===== src/rtl/chess_board_mem.sv =====
// 8x8 chess board memory: a registered VGA read port, plus a command FSM that
// applies SET/MOVE/MARK/CLEAR_MARKS/RESET_BOARD through an internal port.
module chess_board_mem (
  input  logic        iVGA_CLK,
  input  logic        iRST_n,
  input  logic [11:0] chess_address,
  output logic [31:0] chess_data,
  input  logic        cmd_valid,
  output logic        cmd_ready,
  input  logic [2:0]  cmd_op,
  input  logic [5:0]  cmd_src,
  input  logic [5:0]  cmd_dst,
  input  logic [3:0]  cmd_arg,
  output logic        cmd_done
);
  typedef enum logic [2:0] {INIT, IDLE, MV_RD, MV_WR_DST, MV_WR_SRC, WR1, SWEEP} state_t;

  localparam logic [2:0] OP_SET   = 3'd1;
  localparam logic [2:0] OP_MOVE  = 3'd2;
  localparam logic [2:0] OP_MARK  = 3'd3;
  localparam logic [2:0] OP_CLEAR = 3'd4;
  localparam logic [2:0] OP_RESET = 3'd5;

  logic [7:0]  mem [64];
  state_t      state_q, state_d;
  logic [5:0]  cnt_q, cnt_d, src_q, src_d, dst_q, dst_d;
  logic [2:0]  op_q, op_d;
  logic [3:0]  arg_q, arg_d;
  logic [7:0]  rd_q, rd_d;
  logic        ready_q, ready_d, done_q, done_d;
  logic [31:0] chess_data_q, chess_data_d;
  logic        mem_we;
  logic [5:0]  mem_waddr, int_addr;
  logic [7:0]  mem_wdata, int_data;

  // Base colour is black on even (row+col), which depends only on the LSBs.
  function automatic logic [3:0] base_sq(input logic [5:0] s);
    return (s[3] ^ s[0]) ? 4'h4 : 4'h8;
  endfunction

  function automatic logic [7:0] init_entry(input logic [5:0] s);
    logic [2:0] ptype;
    logic       pc;
    ptype = 3'd0;
    case (s[5:3])
      3'd0, 3'd7: begin
        case (s[2:0])
          3'd0, 3'd7: ptype = 3'd5;
          3'd1, 3'd6: ptype = 3'd1;
          3'd2, 3'd5: ptype = 3'd4;
          3'd3:       ptype = 3'd3;
          default:    ptype = 3'd2;
        endcase
      end
      3'd1, 3'd6: ptype = 3'd6;
      default:    ptype = 3'd0;
    endcase
    pc = (s[5:3] >= 3'd6);
    return {base_sq(s), ptype, pc};
  endfunction

  always_ff @(posedge iVGA_CLK) begin
    if (mem_we) mem[mem_waddr] <= mem_wdata;
  end

  always_comb begin
    chess_data_d = 32'd0;
    if (chess_address[11:6] == 6'd0) chess_data_d = {24'd0, mem[chess_address[5:0]]};
  end

  always_comb begin
    int_addr = dst_q;
    if (state_q == MV_RD && op_q == OP_MOVE) int_addr = src_q;
    else if (state_q == SWEEP)               int_addr = cnt_q;
  end

  assign int_data = mem[int_addr];

  always_comb begin
    state_d   = state_q;
    cnt_d     = cnt_q;
    src_d     = src_q;
    dst_d     = dst_q;
    op_d      = op_q;
    arg_d     = arg_q;
    rd_d      = rd_q;
    ready_d   = ready_q;
    done_d    = 1'b0;
    mem_we    = 1'b0;
    mem_waddr = dst_q;
    mem_wdata = 8'h00;
    case (state_q)
      INIT: begin
        mem_we    = 1'b1;
        mem_waddr = cnt_q;
        mem_wdata = init_entry(cnt_q);
        cnt_d     = cnt_q + 6'd1;
        if (cnt_q == 6'd63) begin
          state_d = IDLE;
          ready_d = 1'b1;
        end
      end
      IDLE: begin
        if (cmd_valid && ready_q) begin
          op_d    = cmd_op;
          src_d   = cmd_src;
          dst_d   = cmd_dst;
          arg_d   = cmd_arg;
          ready_d = 1'b0;
          state_d = (cmd_op == OP_CLEAR || cmd_op == OP_RESET) ? SWEEP : MV_RD;
        end
      end
      // Shared read phase: MOVE captures src, SET/MARK capture dst; others finish here.
      MV_RD: begin
        rd_d = int_data;
        if (op_q == OP_SET || op_q == OP_MARK) begin
          state_d = WR1;
        end else if (op_q == OP_MOVE && src_q != dst_q) begin
          state_d = MV_WR_DST;
        end else begin
          state_d = IDLE;
          ready_d = 1'b1;
          done_d  = 1'b1;
        end
      end
      WR1: begin
        mem_we    = 1'b1;
        mem_wdata = (op_q == OP_SET) ? {rd_q[7:4], arg_q} : {arg_q, rd_q[3:0]};
        state_d   = IDLE;
        ready_d   = 1'b1;
        done_d    = 1'b1;
      end
      MV_WR_DST: begin
        mem_we    = 1'b1;
        mem_wdata = {int_data[7:4], rd_q[3:0]};
        state_d   = MV_WR_SRC;
      end
      MV_WR_SRC: begin
        mem_we    = 1'b1;
        mem_waddr = src_q;
        mem_wdata = {rd_q[7:4], 4'b0000};
        state_d   = IDLE;
        ready_d   = 1'b1;
        done_d    = 1'b1;
      end
      SWEEP: begin
        mem_we    = 1'b1;
        mem_waddr = cnt_q;
        mem_wdata = (op_q == OP_RESET) ? init_entry(cnt_q) : {base_sq(cnt_q), int_data[3:0]};
        cnt_d     = cnt_q + 6'd1;
        if (cnt_q == 6'd63) begin
          state_d = IDLE;
          ready_d = 1'b1;
          done_d  = 1'b1;
        end
      end
      default: begin
        state_d = INIT;
        cnt_d   = 6'd0;
        ready_d = 1'b0;
      end
    endcase
  end

  always_ff @(posedge iVGA_CLK or negedge iRST_n) begin
    if (!iRST_n) begin
      state_q      <= INIT;
      cnt_q        <= 6'd0;
      src_q        <= 6'd0;
      dst_q        <= 6'd0;
      op_q         <= 3'd0;
      arg_q        <= 4'd0;
      rd_q         <= 8'd0;
      ready_q      <= 1'b0;
      done_q       <= 1'b0;
      chess_data_q <= 32'd0;
    end else begin
      state_q      <= state_d;
      cnt_q        <= cnt_d;
      src_q        <= src_d;
      dst_q        <= dst_d;
      op_q         <= op_d;
      arg_q        <= arg_d;
      rd_q         <= rd_d;
      ready_q      <= ready_d;
      done_q       <= done_d;
      chess_data_q <= chess_data_d;
    end
  end

  assign chess_data = chess_data_q;
  assign cmd_ready  = ready_q;
  assign cmd_done   = done_q;
endmodule

===== config.mk =====
export PLATFORM = sky130hd
export DESIGN_NAME = chess_board_mem
export DESIGN_NICKNAME = d
export VERILOG_FILES = /design/src/rtl/chess_board_mem.sv
export SDC_FILE = /design/constraint.sdc
export NUM_CORES = 1
export LEC_CHECK = 0
export ABC_CLOCK_PERIOD_IN_PS = 11600
export BUFFER_PORTS_ARGS = -buffer_cell sky130_fd_sc_hd__buf_2
export CAP_MARGIN = 20
export CORE_ASPECT_RATIO = 1.5
export CORE_MARGIN = 1.5
export CORE_UTILIZATION = 50
export DETAILED_ROUTE_END_ITERATION = 12
export PLACE_DENSITY = 0.77
export SYNTH_ARGS = -nofsm -noshare
export SYNTH_HDL_FRONTEND = slang
export SYNTH_SLANG_ARGS = --single-unit

===== constraint.sdc =====
create_clock -name iVGA_CLK -period 11.6 [get_ports iVGA_CLK]
set_input_delay 0.58 -clock iVGA_CLK [delete_from_list [all_inputs] [get_ports iVGA_CLK]]
set_output_delay 0.58 -clock iVGA_CLK [all_outputs]
set_load 0.005 [all_outputs]

==> flow_summary.json, run 1 <==
{
  "outcome": "complete, no violations",
  "ctsRootBufferMaster": "clkbuf_16",
  "critical_path.cell_chain": "clkinv_1, o32ai_2, buf_4, or2_4, buf_4, nand3_1, o221ai_1, a31oi_1, a22oi_1, o211ai_1, o211ai_1, buf_4",
  "synthSimpleGateAreaFrac_pct": 10.75,
  "synth-async-reset-ratio_pct": 8.244,
  "antenna_cells_inserted": 0,
  "area_delta_synth_final_pct": 10.29,
  "post-synth-top-count-cell": "edfxtp_1",
  "synth.top_cell.area_share_pct": 55.79,
  "cts.hold.buffers_added": 0,
  "largest_family_of_logic_cells_by_synthesized_area": "multiplexers",
  "die_extent_in_y_um": 290.5,
  "number_of_antenna_violations_at_the_first_check_in_global_routing": 6,
  "place.gp.congestion": 0.9828,
  "ant_nets": 0,
  "type_of_the_worst_setup_path": "register to register",
  "cp-start-kind": "register",
  "hold_violations": 0,
  "ys.flop_type": "edfxtp_1",
  "clock_sinks": 558,
  "critical_path.max_fanout": 67,
  "max-slew-margin-rel_pct": 15.09,
  "tritoncts_clock_tree": "done",
  "maxClockFrequency_mhz": 140.4,
  "die_span_in_x_um": 194.7,
  "grt_first_pass_wirelength_um": 128800,
  "irDropWorstVdd_mv": 0.1238,
  "post_synth_most_frequent_cells": "edfxtp_1, nand2_1, mux4_2",
  "p_comb_share_pct": 2.4,
  "buffer_ports.inserted": 43,
  "grt_usage_pct": 31.58,
  "grt_start_max_net_pins": 84,
  "cts_setup_buffers": 0,
  "synthesis.area_um2": 27560,
  "rows": 105,
  "ioPinCount": 68,
  "clock_slew_at_reported_path_ffs_ns": 0.07,
  "crit_top_cell": "buf_4",
  "power.leakage_nw": 9.760,
  "numPlacedInstances": 2646,
  "postCtsResizedCells": 0,
  "post_synthesis_mean_instance_area_um2": 13.88,
  "synth-edff-count": 512,
  "design.die.area_um2": 56570,
  "synth_warnings": 0,
  "via_per_inst": 7.019,
  "detailed_place_hpwl_um": 59300,
  "synth_area_leader_cell": "edfxtp_1",
  "global_route.overflow_total": 0,
  "cellInternalPower_mw": 3.283,
  "cts.path.max_buffers": 3,
  "drt_drc_violations_left": 0,
  "synth.top_cells.by_area": "edfxtp_1, mux4_2, mux2i_1",
  "post_synth_fa_ha_maj_area_fraction_pct": 0.2724,
  "swShare_pct": 19.83,
  "skew_ns": 0.01640,
  "initial_core_util_pct": 50.55,
  "grt_pass1_vias": 19330,
  "dr.first_iter.drc_count": 2705,
  "post_route_cells_drive_above_1_share_pct": 19.68,
  "switching_power_of_the_nets_mw": 0.8123,
  "clk_lat_worst_skew_ns": 0.60,
  "synth.ff_latch_count": 558,
  "dr_total_vias": 19220,
  "clock_tree.htree_level_count": 2,
  "cts_buf_count": 49,
  "hp-class": "input port to asynchronous set/reset pin",
  "synth_xor_xnor_area_share_pct": 0.2225,
  "instances_no_fill": 2738,
  "cp_data_arrival_time_ns": 7.41,
  "synthMuxAreaShare_pct": 19.79,
  "avgRoutedWirePerCell_um": 32.57,
  "endpoints_failing_setup": 0,
  "worst_slew_pin_slew_ns": 1.269,
  "netlist-cell-type-count": 70,
  "fin_worst_hold_slack_ns": 0.09818,
  "final.min_clock_period_ns": 7.121,
  "core-area_um2": 54520,
  "power.share.clock_pct": 44.8,
  "post_detailed_routing_wire_length_um": 89170,
  "critical-path-slowest-cell": "dfrtp_1",
  "critical_path.endpoint_type": "register",
  "synthesis.instances": 1985,
  "critical_path_required_ns": 11.89,
  "power.density_cell_area_nw_per_um2": 134.7,
  "finalNetCount": 2045,
  "rsz0062_at_grt": "false",
  "fraction_of_the_mapped_netlist_area_in_compound_gates_pct": 6.083,
  "first_pass_iters": 10,
  "period_share_pct": 61.39,
  "critical_path.max_stage_delay_ns": 0.87,
  "ys_seq_area_share_pct": 59.96,
  "fin_setup_tns_ns": 0,
  "finalMaxSlewViolations": 0,
  "cap_violations": 0,
  "power.share.sequential_pct": 52.8
}
[layer usage]
layer	GRT usage (%)	wire length, um	vias up
li1	-	-	7744
met5	0.4307	65	-
met1	34.33	26690	9437
met2	52.71	43570	1579
met3	6.766	9896	447
met4	26.64	8956	10
[cell usage in the layout (no fill, tap or decap), types with 14 or more instances in the layout]
cell type  synthesis  final
mux2i_1          143    143
nor2b_1           14     14
nor2_1           126    123
o21ai_0           33     30
nand3_1          121    121
buf_4             30     48
nand2_1          333    332
o22ai_1           27     27
dfrtp_1           46     46
clkbuf_16          0     50
a211oi_1          16     16
mux4_2           168    168
a21oi_1           59     56
mux2_2            20     20
a32oi_1           33     33
nor4_1            14     14
buf_2             44     41
conb_1             1     24
nor3_1            15     15
edfxtp_1         512    512
[kinds of logic after synthesis]
family / Yosys count
AND/OR/NAND/NOR: 673
flip-flops: 558
multiplexers: 332
AO/OA/AOI/OAI: 246
buffers and inverters: 162
XOR/XNOR: 7
adder cells (fa/ha/maj): 6
other: 1
[worst max-delay path: cells and delay by family, from the launching register on]
family                 cells  cell delay [ns]
buffers and inverters      4             2.19
DFF                        1             0.87
and+or+nand+nor            2             1.31
AOI/OAI and AO/OA          6             2.34
[power groups by stage]
stage,sequential (mW),combinational [mW],clock [mW]
floorplan,2.21,0.0714,0
global placement,2.21,0.0950,0
detailed placement,2.21,0.0953,0
CTS,2.16,0.0956,1.83
global route,2.16,0.101,1.90
finish,2.16,0.0970,1.84
[worst paths after layout]
kind                             from  cells after the start        end  slack (ns)
setup / recovery           state_q[1]                     12  mem[0][2]        4.48
hold / removal                 iRST_n                      2   src_q[4]         0.1
setup reg to reg           state_q[1]                     12  mem[0][2]        4.48
hold reg to reg               rd_q[2]                      2    rd_q[2]        0.54
max in group asynchronous      iRST_n                      2   cnt_q[1]       11.04
min in group iVGA_CLK      cmd_dst[1]                      3   dst_q[1]        0.21
[area by class of cell]
class / instances / area (um^2)
clock buffer: 58 / 1311
clock inverter: 31 / 478.0
multi-input combinational: 1288 / 10470
timing repair buffer: 101 / 719.4
tap: 695 / 869.6
sequential: 558 / 16530
fill: 4199 / 24120
inverter: 7 / 26.28
[stage by stage]
stage	instance area, um^2	setup WS (ns)	power [mW]	utilization [%]
2_1_floorplan	27650	5.895	2.278	-
3_3_place_gp	28460	5.034	2.301	52.20
3_5_place_dp	28570	4.886	2.302	52.40
4_1_cts	30360	4.840	4.092	55.69
5_1_grt	30400	4.307	4.163	55.75
6_report	30400	4.479	4.095	55.75
[state kept, by name, summed over array words and instances, names as in the netlist]
signal and cells:
state_q 3, cmd_done 1, src_q 6, cmd_ready 1, mem 512, rd_q 8
arg_q 4, op_q 3, chess_data 8, cnt_q 6, dst_q 6
No activity file was read; power rests on OpenSTA's default activity.
==> inputs of run 2 (changes only) <==
--- a/config.mk
+++ b/config.mk
@@ -5,7 +5,7 @@
 export SDC_FILE = /design/constraint.sdc
 export NUM_CORES = 1
 export LEC_CHECK = 0
-export ABC_CLOCK_PERIOD_IN_PS = 11600
+export ABC_CLOCK_PERIOD_IN_PS = 7400
 export BUFFER_PORTS_ARGS = -buffer_cell sky130_fd_sc_hd__buf_2
 export CAP_MARGIN = 20
 export CORE_ASPECT_RATIO = 1.5
==> constraint.sdc (replaced) <==
create_clock -name iVGA_CLK -period 7.4 [get_ports iVGA_CLK]
set_input_delay 0.37 -clock iVGA_CLK [delete_from_list [all_inputs] [get_ports iVGA_CLK]]
set_output_delay 0.37 -clock iVGA_CLK [all_outputs]
set_load 0.005 [all_outputs]
==> flow_summary.json, run 2 (synthesis gave the netlist of run 1 again) <==
{
  "grt_start_max_net_pins": 65,
  "die_span_in_x_um": 194.7,
  "period_share_pct": 88.52,
  "place.gp.congestion": 0.9904,
  "post_detailed_routing_wire_length_um": 90910,
  "global_route.overflow_total": 0,
  "die_extent_in_y_um": 290.5,
  "ctsRootBufferMaster": "clkbuf_16",
  "irDropWorstVdd_mv": 0.1846,
  "final.min_clock_period_ns": 6.550,
  "type_of_the_worst_setup_path": "register to register",
  "mostFrequentLayoutCell": "edfxtp_1",
  "holdPathStages": 2,
  "tritoncts_clock_tree": "done",
  "critical_path.endpoint_type": "register",
  "dr_total_vias": 19670,
  "cap_violations": 0,
  "grt_first_pass_wirelength_um": 131000,
  "placed_area_um2": 28630,
  "post_route_cells_drive_above_1_share_pct": 20.65,
  "clock_tree.htree_level_count": 2,
  "largest-register": "mem",
  "area_delta_synth_final_pct": 11.15,
  "ff2ff_path_depth": 12,
  "numPlacedInstances": 2652,
  "power.leakage_nw": 9.871,
  "globalRouteMet2Util_pct": 51.93,
  "grt.busiest_layer": "met2",
  "buffer_ports.inserted": 43,
  "ioPinCount": 68,
  "fin_util_pct": 56.18,
  "initial_core_util_pct": 50.55,
  "grt.met1_usage_pct": 36.93,
  "placement.setup.worst_slack_ns": 1.355,
  "finalMaxSlewViolations": 0,
  "rows": 105,
  "skew_ns": 0.03088,
  "cts_buf_count": 49,
  "finalNetCount": 2072,
  "cp_data_arrival_time_ns": 6.92,
  "clk_lat_worst_skew_ns": 0.62,
  "max-slew-margin-rel_pct": 15.10,
  "maxClockFrequency_mhz": 152.7,
  "grt_usage_pct": 32.13,
  "dr.first_iter.drc_count": 3547,
  "use_met3_pct": 7.230,
  "instances_no_fill": 2770,
  "grt_pass1_vias": 19480,
  "power.density_cell_area_nw_per_um2": 207.1,
  "final.setup.worst_slack_ns": 0.8496,
  "hp-class": "input port to register",
  "drt_drc_violations_left": 0,
  "largest_register_ffs": 512,
  "critical_path_required_ns": 7.76,
  "detailed_place_hpwl_um": 61050,
  "postLayoutCellArea_um2": 30630,
  "rsz0062_at_grt": "false",
  "cp-start-kind": "register",
  "hold_violations": 0,
  "fin_setup_tns_ns": 0,
  "clock_slew_at_reported_path_ffs_ns": 0.07,
  "outcome": "complete, no violations",
  "ant_nets": 0,
  "core-area_um2": 54520,
  "cts_setup_buffers": 0,
  "endpoints_failing_setup": 0,
  "first_pass_iters": 6,
  "fin_total_pwr_mw": 6.343,
  "cts.path.max_buffers": 3,
  "number_of_antenna_violations_at_the_first_check_in_global_routing": 5,
  "fin_worst_hold_slack_ns": 0.007612,
  "critical_path.max_fanout": 32,
  "layout.cells.most_common_list": "edfxtp_1, nand2_1, mux4_2",
  "clock_sinks": 558,
  "via_per_inst": 7.100,
  "worst_slew_pin_slew_ns": 1.274,
  "avgRoutedWirePerCell_um": 32.82,
  "design.die.area_um2": 56570
}
## run 2: area by class of cell
| type | count | area [um^2] |
|---|---|---|
| inverters | 7 | 26.28 |
| fillers | 4112 | 23890 |
| diodes | 2 | 5.005 |
| multi-input cells | 1288 | 10470 |
| clock inverters | 41 | 500.5 |
| well taps | 695 | 869.6 |
| repair buffers | 128 | 980.9 |
| clock buffers | 51 | 1255 |
| flip-flops and latches | 558 | 16530 |
## run 2: per-layer routing
layer / share of wire (%) / up-vias
met3: 12 / 487
li1: - / 7798
met2: 47 / 1682
met4: 9.6 / 8
met5: 0.058 / -
met1: 31 / 9692
## run 2: worst paths after layout
check	endpoint	slack [ns]	startpoint
setup / recovery	mem[62][2]	0.85	state_q[1]
hold / removal	arg_q[3]	0.008	cmd_arg[3]
setup reg to reg	mem[62][2]	0.85	state_q[1]
hold reg to reg	rd_q[3]	0.52	rd_q[3]
max in group asynchronous	cnt_q[3]	6.52	iRST_n
min in group asynchronous	src_q[4]	0.40	iRST_n
## run 2: timing repair
item,in CTS,in global routing
resized for setup,0,0
hold buffers,8,0
endpoints found under the hold margin,53,0
## run 2: critical path: stages (launching register included)
cell      delay (ns)
dfrtp_1         0.88
nor2b_1         0.47
o32ai_2         0.15
buf_4           0.23
nor2_4          0.68
buf_4           0.45
nand3_1         0.57
o221ai_1        0.41
a31oi_1         0.08
a22oi_1         0.74
o211ai_1        0.67
o211ai_1        0.49
buf_4           0.43
## run 2: where the power goes
part	total [mW]	internal [mW]	switching (mW)	leakage (nW)
clock	2.80	1.57	1.23	0.836
sequential	3.39	3.39	0.0000982	4.55
combinational	0.157	0.0715	0.0859	4.49
